## config.mk

```make
export PLATFORM = sky130hd
export DESIGN_NAME = operand_b_pipe
export DESIGN_NICKNAME = d
export VERILOG_FILES = /design/src/rtl/operand_pkg.sv /design/src/rtl/operand_skid_buffer.sv /design/src/rtl/operand_b_pipe.sv
export SDC_FILE = /design/constraint.sdc
export NUM_CORES = 1
export LEC_CHECK = 0
export CAP_MARGIN = 10
export CORE_MARGIN = 3
export CORE_UTILIZATION = 35
export CTS_CLUSTER_SIZE = 8
export DETAILED_ROUTE_END_ITERATION = 12
export GPL_ROUTABILITY_DRIVEN = 0
export PLACE_DENSITY = 0.69
export SETUP_SLACK_MARGIN = 0.4
export SLEW_MARGIN = 20
export SYNTH_ARGS = -nofsm -noshare
export SYNTH_HDL_FRONTEND = slang
export SYNTH_HIERARCHICAL = 1
export SYNTH_SLANG_ARGS = --single-unit
```

## constraint.sdc

```tcl
create_clock -name clk -period 1.77 [get_ports clk]
set_input_delay 0.354 -clock clk [delete_from_list [all_inputs] [get_ports clk]]
set_output_delay 0.354 -clock clk [all_outputs]
set_load 0.01 [all_outputs]
```

## src/rtl/operand_pkg.sv

```systemverilog
// Shared constants for the ALU operand-B source pipeline.
// Select codes keep the legacy mapping: 0 -> src[0], 1 -> constant,
// 2.. -> src[1].. ; anything above the source count is illegal.
package operand_pkg;

  localparam int SEL_SRC0     = 0;
  localparam int SEL_CONST    = 1;
  localparam int SEL_SRC_BASE = 2;

  // Legacy built-in constant (the "+4" operand).
  localparam int unsigned DEF_CONST_VAL = 4;

  localparam int ERRCNT_W = 8;

  // Selector width: enough bits for codes 0..num_src, never below 1.
  function automatic int sel_width(input int num_src);
    int w;
    w = $clog2(num_src + 1);
    return (w < 1) ? 1 : w;
  endfunction

endpackage

```

## src/rtl/operand_skid_buffer.sv

```systemverilog
// Generic valid/ready register stage carrying DW bits.
// SKID_EN=0: single register, in_ready = !out_valid || out_ready.
// SKID_EN=1: main + skid entry, in_ready driven from flop state only, so the
//            out_ready -> in_ready path is broken; one in-flight beat lands in
//            the skid entry when the consumer stalls.
module operand_skid_buffer #(
  parameter int DW      = 33,
  parameter bit SKID_EN = 1'b0
) (
  input  logic          clk,
  input  logic          reset,
  input  logic          in_valid,
  output logic          in_ready,
  input  logic [DW-1:0] in_data,
  output logic          out_valid,
  input  logic          out_ready,
  output logic [DW-1:0] out_data
);

  logic          main_vld_q, main_vld_d;
  logic          skid_vld_q, skid_vld_d;
  logic [DW-1:0] main_q, main_d;
  logic [DW-1:0] skid_q, skid_d;
  logic          main_free;
  logic          accept;

  // Handshake and next-state: skid drains first so ordering is preserved.
  always_comb begin
    main_d     = main_q;
    main_vld_d = main_vld_q;
    skid_d     = skid_q;
    skid_vld_d = skid_vld_q;
    main_free  = !main_vld_q || out_ready;
    if (SKID_EN) in_ready = !reset && !skid_vld_q;
    else         in_ready = !reset && main_free;
    accept = in_valid && in_ready;

    if (main_free) begin
      if (skid_vld_q) begin
        // in_ready was low, so no new beat competes this cycle.
        main_d     = skid_q;
        main_vld_d = 1'b1;
        skid_vld_d = 1'b0;
      end else begin
        main_vld_d = accept;
        if (accept) main_d = in_data;
      end
    end else if (accept) begin
      // Only reachable with the skid entry enabled.
      skid_d     = in_data;
      skid_vld_d = 1'b1;
    end
  end

  // State registers; reset discards every buffered beat.
  always_ff @(posedge clk) begin
    if (reset) begin
      main_q     <= '0;
      main_vld_q <= 1'b0;
      skid_q     <= '0;
      skid_vld_q <= 1'b0;
    end else begin
      main_q     <= main_d;
      main_vld_q <= main_vld_d;
      skid_q     <= skid_d;
      skid_vld_q <= skid_vld_d;
    end
  end

  assign out_valid = main_vld_q;
  assign out_data  = main_q;

endmodule

```

## src/rtl/operand_b_pipe.sv

```systemverilog
// ALU operand-B source select with a registered valid/ready output stage.
// Decodes sel at acceptance, carries an illegal-code flag with each beat and
// keeps a saturating count of accepted illegal codes.
// Build option: define OPERAND_B_PIPE_SKID_EN for a 2-entry skid buffer with
// a registered in_ready; otherwise a single register stage is used.
module operand_b_pipe
  import operand_pkg::*;
#(
  parameter int          WIDTH     = 32,
  parameter int          NUM_SRC   = 4,
  parameter int unsigned CONST_VAL = DEF_CONST_VAL,
  parameter int          SEL_W     = sel_width(NUM_SRC)
) (
  input  logic                     clk,
  input  logic                     reset,
  input  logic                     in_valid,
  output logic                     in_ready,
  input  logic [SEL_W-1:0]         sel,
  input  logic [NUM_SRC*WIDTH-1:0] src,
  output logic                     out_valid,
  input  logic                     out_ready,
  output logic [WIDTH-1:0]         out_data,
  output logic                     out_sel_err,
  output logic [ERRCNT_W-1:0]      err_count
);

`ifdef OPERAND_B_PIPE_SKID_EN
  localparam bit SKID_EN = 1'b1;
`else
  localparam bit SKID_EN = 1'b0;
`endif

  localparam logic [WIDTH-1:0]    CONST_W = WIDTH'(CONST_VAL);
  localparam logic [ERRCNT_W-1:0] ERR_MAX = '1;

  logic [WIDTH-1:0]    dec_data;
  logic                dec_err;
  int                  sel_i;
  logic                accept;
  logic [ERRCNT_W-1:0] err_count_q, err_count_d;
  logic [WIDTH:0]      buf_out;

  // Source decode; illegal codes fall back to src[0] and raise the flag.
  always_comb begin
    sel_i    = int'(sel);
    dec_data = src[WIDTH-1:0];
    dec_err  = 1'b0;
    if (sel_i == SEL_SRC0) begin
      dec_data = src[WIDTH-1:0];
    end else if (sel_i == SEL_CONST) begin
      dec_data = CONST_W;
    end else if (sel_i <= NUM_SRC) begin
      for (int k = SEL_SRC_BASE; k <= NUM_SRC; k++)
        if (sel_i == k) dec_data = src[(k-1)*WIDTH +: WIDTH];
    end else begin
      dec_err = 1'b1;
    end
  end

  assign accept = in_valid && in_ready;

  // Illegal-code counter, bumped at acceptance and pinned at its maximum.
  always_comb begin
    err_count_d = err_count_q;
    if (accept && dec_err && (err_count_q != ERR_MAX))
      err_count_d = err_count_q + 1'b1;
  end

  // Counter register.
  always_ff @(posedge clk) begin
    if (reset) err_count_q <= '0;
    else       err_count_q <= err_count_d;
  end

  operand_skid_buffer #(
    .DW      (WIDTH + 1),
    .SKID_EN (SKID_EN)
  ) u_buf (
    .clk       (clk),
    .reset     (reset),
    .in_valid  (in_valid),
    .in_ready  (in_ready),
    .in_data   ({dec_err, dec_data}),
    .out_valid (out_valid),
    .out_ready (out_ready),
    .out_data  (buf_out)
  );

  assign out_data    = buf_out[WIDTH-1:0];
  assign out_sel_err = buf_out[WIDTH];
  assign err_count   = err_count_q;

endmodule

```

# Yosys cells after proc, flatten, opt, wreduce, memory -nomap -nowiden
# Index checks and enable logic that the tools add are counted.
word_totals:
  reg_bits: 76
  in_bits: 135
  out_inout_bits: 43
  elab_cells: 37
op_classes:
  n_addsub: 1
  magnitude_cmp: 1
  eq_ne: 5
  muxes: 12
  bitwise_logic: 1
  n_reduce_logical: 12
ops:
  columns: ["cell", "n"]
  rows:
  - ["$mux W32", 6]
  - ["$mux W33", 2]
  - ["$eq A3 B3 Y1 const B", 3]
  - ["$add A8 B1 Y8 const B", 1]
  - ["$ne A8 B8 Y1 const B", 1]
  - ["$logic_and A1 B1 Y1", 4]
  - ["$mux W1", 4]
  - ["$reduce_and A2 Y1", 2]
  - ["$eq A3 B2 Y1 const B", 1]
  - ["$le A3 B3 Y1 const B", 1]
  - ["$logic_not A3 Y1", 1]
  - ["$logic_not A1 Y1", 2]
  - ["$reduce_bool A2 Y1", 1]
  - ["$reduce_or A2 Y1", 1]
  - ["$logic_or A1 B1 Y1", 1]
  - ["$not A1 Y1", 1]

# Longest topological paths before layout
depth:
  ltp_word: 9
  mapped_depth: 9
  ltp_nobuf: 6

# Cells and area by module
# Netlist, hierarchy kept.
modules_own_cells:
  columns: ["module", "n_inst", "cells_each", "area_per_inst_um2", "seq_area_each_um2"]
  rows:
  - ["operand_skid_buffer", 1, 258, 2786.4, 1361.3]
  - ["operand_b_pipe", 1, 265, 1898.1, 160.2]

# Least setup slack after synthesis
# Ideal clock, no wire load.
synth_path:
  path_type: "input port to flip-flop"
  startpoint: "input port reset"
  endpoint: "register err_count_q[3], in the netlist err_count[3]"
  setup_time_ps: 70
  arrival_time_ps: 1924
  required_time_ps: 1700
  slack_ps: -224
  path_stages: 8
  path_buffers: 3
  cell_sequence: "buf_2 -> buf_1 -> nor2b_1 -> o2111ai_2 -> o21bai_4 -> buf_6 -> or3_1 -> a21oi_1"
synth_via:
  elab_chain_cells: 5
synth_lines:
  columns: ["element", "line_no", "text"]
  rows:
  - ["start: declaration", "operand_b_pipe.sv:15", "input logic reset,"]
  - ["$logic_not A1 Y1", "operand_skid_buffer.sv:35", "else in_ready = !reset && main_free;"]
  - ["$logic_and A1 B1 Y1", "operand_skid_buffer.sv:35", null]
  - ["named net in_ready", "operand_b_pipe.sv:17", "output logic in_ready,"]
  - ["$logic_and A1 B1 Y1", "operand_b_pipe.sv:60", "assign accept = in_valid && in_ready;"]
  - ["$logic_and A1 B1 Y1 (2 in series)", "operand_b_pipe.sv:65", "if (accept && dec_err && (err_count_q != ERR_MAX))"]
  - ["end signal: assignment", "operand_b_pipe.sv:72", "else err_count_q <= err_count_d;"]
  - ["end: declaration", "operand_b_pipe.sv:40", "logic [ERRCNT_W-1:0] err_count_q, err_count_d;"]
# The timed path passes the listed nets, and every way through them passes these cells.
# A chain may end at the register's enable or synchronous reset.

# Worst setup path after layout
layout_path:
  startpoint: "register u_buf.main_vld_q, in the netlist u_buf/out_valid"
  endpoint: "register err_count_q[5], in the netlist err_count[5]"
layout_via:
  elab_chain_cells: 6
layout_lines:
  columns: ["element", "line_no", "text"]
  rows:
  - ["start: declaration", "operand_skid_buffer.sv:20", "logic main_vld_q, main_vld_d;"]
  - ["start signal: assignment", "operand_skid_buffer.sv:64", "main_vld_q <= main_vld_d;"]
  - ["$logic_not A1 Y1", "operand_skid_buffer.sv:33", "main_free = !main_vld_q || out_ready;"]
  - ["$logic_or A1 B1 Y1", "operand_skid_buffer.sv:33", null]
  - ["$logic_and A1 B1 Y1", "operand_skid_buffer.sv:35", null]
  - ["$logic_and A1 B1 Y1", "operand_b_pipe.sv:60", null]
  - ["$logic_and A1 B1 Y1 (2 in series)", "operand_b_pipe.sv:65", null]
# Every way passes these cells.

==> run_results.csv <==
group,metric,value,unit
job,maxCapViolations,0,
drt,route.vias.total,4620,
grt,grt-busiest-layer,"met2",
power_and_ir_drop,power.density,592,mW/mm^2
floorplanning,rows,41,
clocking,insertion_delay,0.33,ns
floorplanning,die_x,122,um
synthesis,synth.ff_latch_count,76,
synthesis,ys_top_cells_by_area,"dfxtp_1 32%, mux2i_1 21%, nor2b_1 8.9%",
setup_path,cp_data_arrival_time,1.83,ns
clocking,cts_tree,"built",
clocking,clk_pin_slew,0.06,ns
clocking,clock_path_buffers,2,
grt,antenna_found_initial,3,
floorplanning,core_area,0.0129,sq mm
power_and_ir_drop,total_leakage_power,3.75,nW
setup_path,crit_path_start_kind,"flip-flop",
clocking,cts_buffers,9,
synthesis,synth_ff_type,"dfxtp_1",
place,io_buffers,177,
grt,grt.total_usage,21.7,%
timing,setup_viol,0,
grt,use_met3,3.44,%
place,placed_cell_area,0.00674,sq mm
setup_path,cp_max_fo,6,
cells_and_area,syn_to_final_growth,70.9,%
clocking,cts.sinks,76,
timing,fmaxAchievable,0.633,GHz
floorplanning,die_y,122,um
setup_path,end_kind,"flip-flop",
grt,grt_pass1_vias,4860,
drt,routed_wl,16500,um
grt,grt_pass1_wl,25300,um
place,dp_hpwl,9800,um
synthesis,synth_nets,659,
drt,antenna_left,0,
cells_and_area,nets,865,
synthesis,netlist_area,0.00468,sq mm
drt,first_iter_violations,276,
power_and_ir_drop,p_total,4.74,mW
timing,hold_violations,0,
clocking,cts_root_buf,"clkbuf_16",
synthesis,seq_area_frac_synth,32.5,%
floorplanning,die_area,0.0148,sq mm
synthesis,synth_top_area_share,32.5,%
synthesis,synth_edf_count,0,
synthesis,yosysTopAreaCell,"dfxtp_1",
setup_path,required,2.02,ns
power_and_ir_drop,ir_drop,0.447,mV
min_path,hold_path_class,"reg -> reg",
setup_path,path_class,"reg -> reg",
timing,hold_slack,0.468,ns
timing,fin_crit_sh,89.2,%
drt,via_per_inst,5.08,
synthesis,async_flop_share,0,%
synthesis,ys_warn_count,6,
cells_and_area,drive_above_1_share,21.1,%
drt,wl_per_cell,18.1,um
cells_and_area,nFillCells,1106,
clocking,htreeDepth,3,
timing,skew,0.00642,ns
drt,drcViolationCount,0,
timing,tightest_slew,0.621,ns
grt,grt_max_degree,64,
synthesis,yosys.cell_types.count,33,
drt,first_pass_iters,4,
grt,use_met2,37.1,%
floorplanning,ios,178,
cells_and_area,design_area,0.00801,sq mm
grt,met1_usage,27.2,%
timing,rsz0062_at_grt,"true",
timing,maxSlewHeadroom,58.6,%
run_status,status,"finished clean",
grt,grt_overflow,0,
timing,finalMaxSlewViolations,0,
synthesis,syn-instance-count,523,
floorplanning,initial_core_util,36.4,%
synthesis,avgSynthCellArea,8.96,sq um
timing,finalCriticalPeriod,1.58,ns
[metal layers]
metal	wire length, um	up-vias
li1	-	2265
met1	7060	2168
met2	8150	162
met3	919	25
met4	368	0
met5	0	-
[placed cells by master, fill, tap and decap left out, types with 16 or more instances in the layout]
| cell | instances |
|---|---|
| a221o_1 | 31 |
| buf_12 | 17 |
| buf_16 | 19 |
| buf_4 | 16 |
| clkdlybuf4s50_1 | 24 |
| dfxtp_1 | 68 |
| dlygate4sd2_1 | 123 |
| dlymetal6s2s_1 | 19 |
| mux2_4 | 35 |
| mux2i_1 | 84 |
| nand2_1 | 32 |
| nor2_1 | 67 |
| nor2b_1 | 66 |
| o21ai_1 | 30 |
[final cells by class]
type,count,area [sq um],share of cell area (%)
sequential,76,1530,19.1
multi-input combinational,401,3180,39.7
clock inverter,2,10.0,0.125
tap,172,215,2.69
clock buffer,14,254,3.17
inverter,1,3.75,0.0469
timing repair buffer,240,2810,35.0
antenna,3,7.51,0.0938
[critical path: stages, from the launching register on]
cell       delay (ns)
dfxtp_2          0.33
nand2b_4         0.06
nor2b_4          0.15
o2111ai_2        0.12
o21bai_4         0.23
or4_4            0.49
a21oi_2          0.12
[logic make-up after synthesis]
kind of cell	count (synthesis)	share of synthesized area, %
AND/OR/NAND/NOR	185	19.4
XOR/XNOR	1	0.187
multiplexers	132	29.1
AO/OA/AOI/OAI	80	12.8
flip-flops	76	32.5
buffers and inverters	48	5.77
adder cells (fa/ha/maj)	1	0.267
[worst paths after layout]
kind / cells past startpoint / slack, ns / start / endpoint
setup / recovery: 6 / 0.19 / u_buf/out_valid / err_count[5]
hold / removal: 1 / 0.47 / u_buf/skid_q[11] / u_buf/skid_q[11]
setup reg to reg: 6 / 0.19 / u_buf/out_valid / err_count[5]
hold reg to reg: 1 / 0.47 / u_buf/skid_q[11] / u_buf/skid_q[11]
[repair_timing]
| action | CTS | global route |
|---|---|---|
| endpoints found under the setup margin | 84 | 49 |
| pin swaps | 67 | 53 |
| resized for setup | 250 | 53 |
| buffers inserted | 14 | 5 |
| cloned | 19 | 2 |
| hold buffers | 0 | 0 |
[state kept, by name (all words and copies together) (netlist names)]
name              cells
u_buf/out_valid       1
u_buf/out_data       33
u_buf/skid_q         33
u_buf/skid_vld_q      1
err_count             8
[metrics by stage]
step / worst slack, ns / std cells / utilization, % / TNS, ns
floorplan: 0.0499 / 523 / - / 0
global placement: -0.440 / 850 / 52.3 / -14.25
detailed placement: -0.482 / 850 / 52.3 / -15.87
CTS: 0.124 / 899 / 60.3 / 0
global route: 0.141 / 909 / 62.2 / 0
finish: 0.191 / 909 / 62.2 / 0
[power breakdown]
group	total (mW)	switching (mW)	internal, mW
logic	1.31	0.529	0.779
registers	1.78	0.0245	1.75
clock network	1.65	0.667	0.985
total	4.74	1.22	3.52
[cells in the mapped netlist, types with 2 or more instances]
cell	instances
nand3_1	4
a21oi_1	8
buf_6	8
dfxtp_1	76
mux2_1	3
o21ai_0	34
a221o_1	31
mux2i_1	97
or4_1	3
or3_1	3
nor2_1	67
clkbuf_1	16
o31ai_1	3
buf_4	2
nand2_1	34
buf_2	18
mux2_2	32
buf_1	3
nor2b_1	67
No activity file was read; power rests on OpenSTA's default activity.
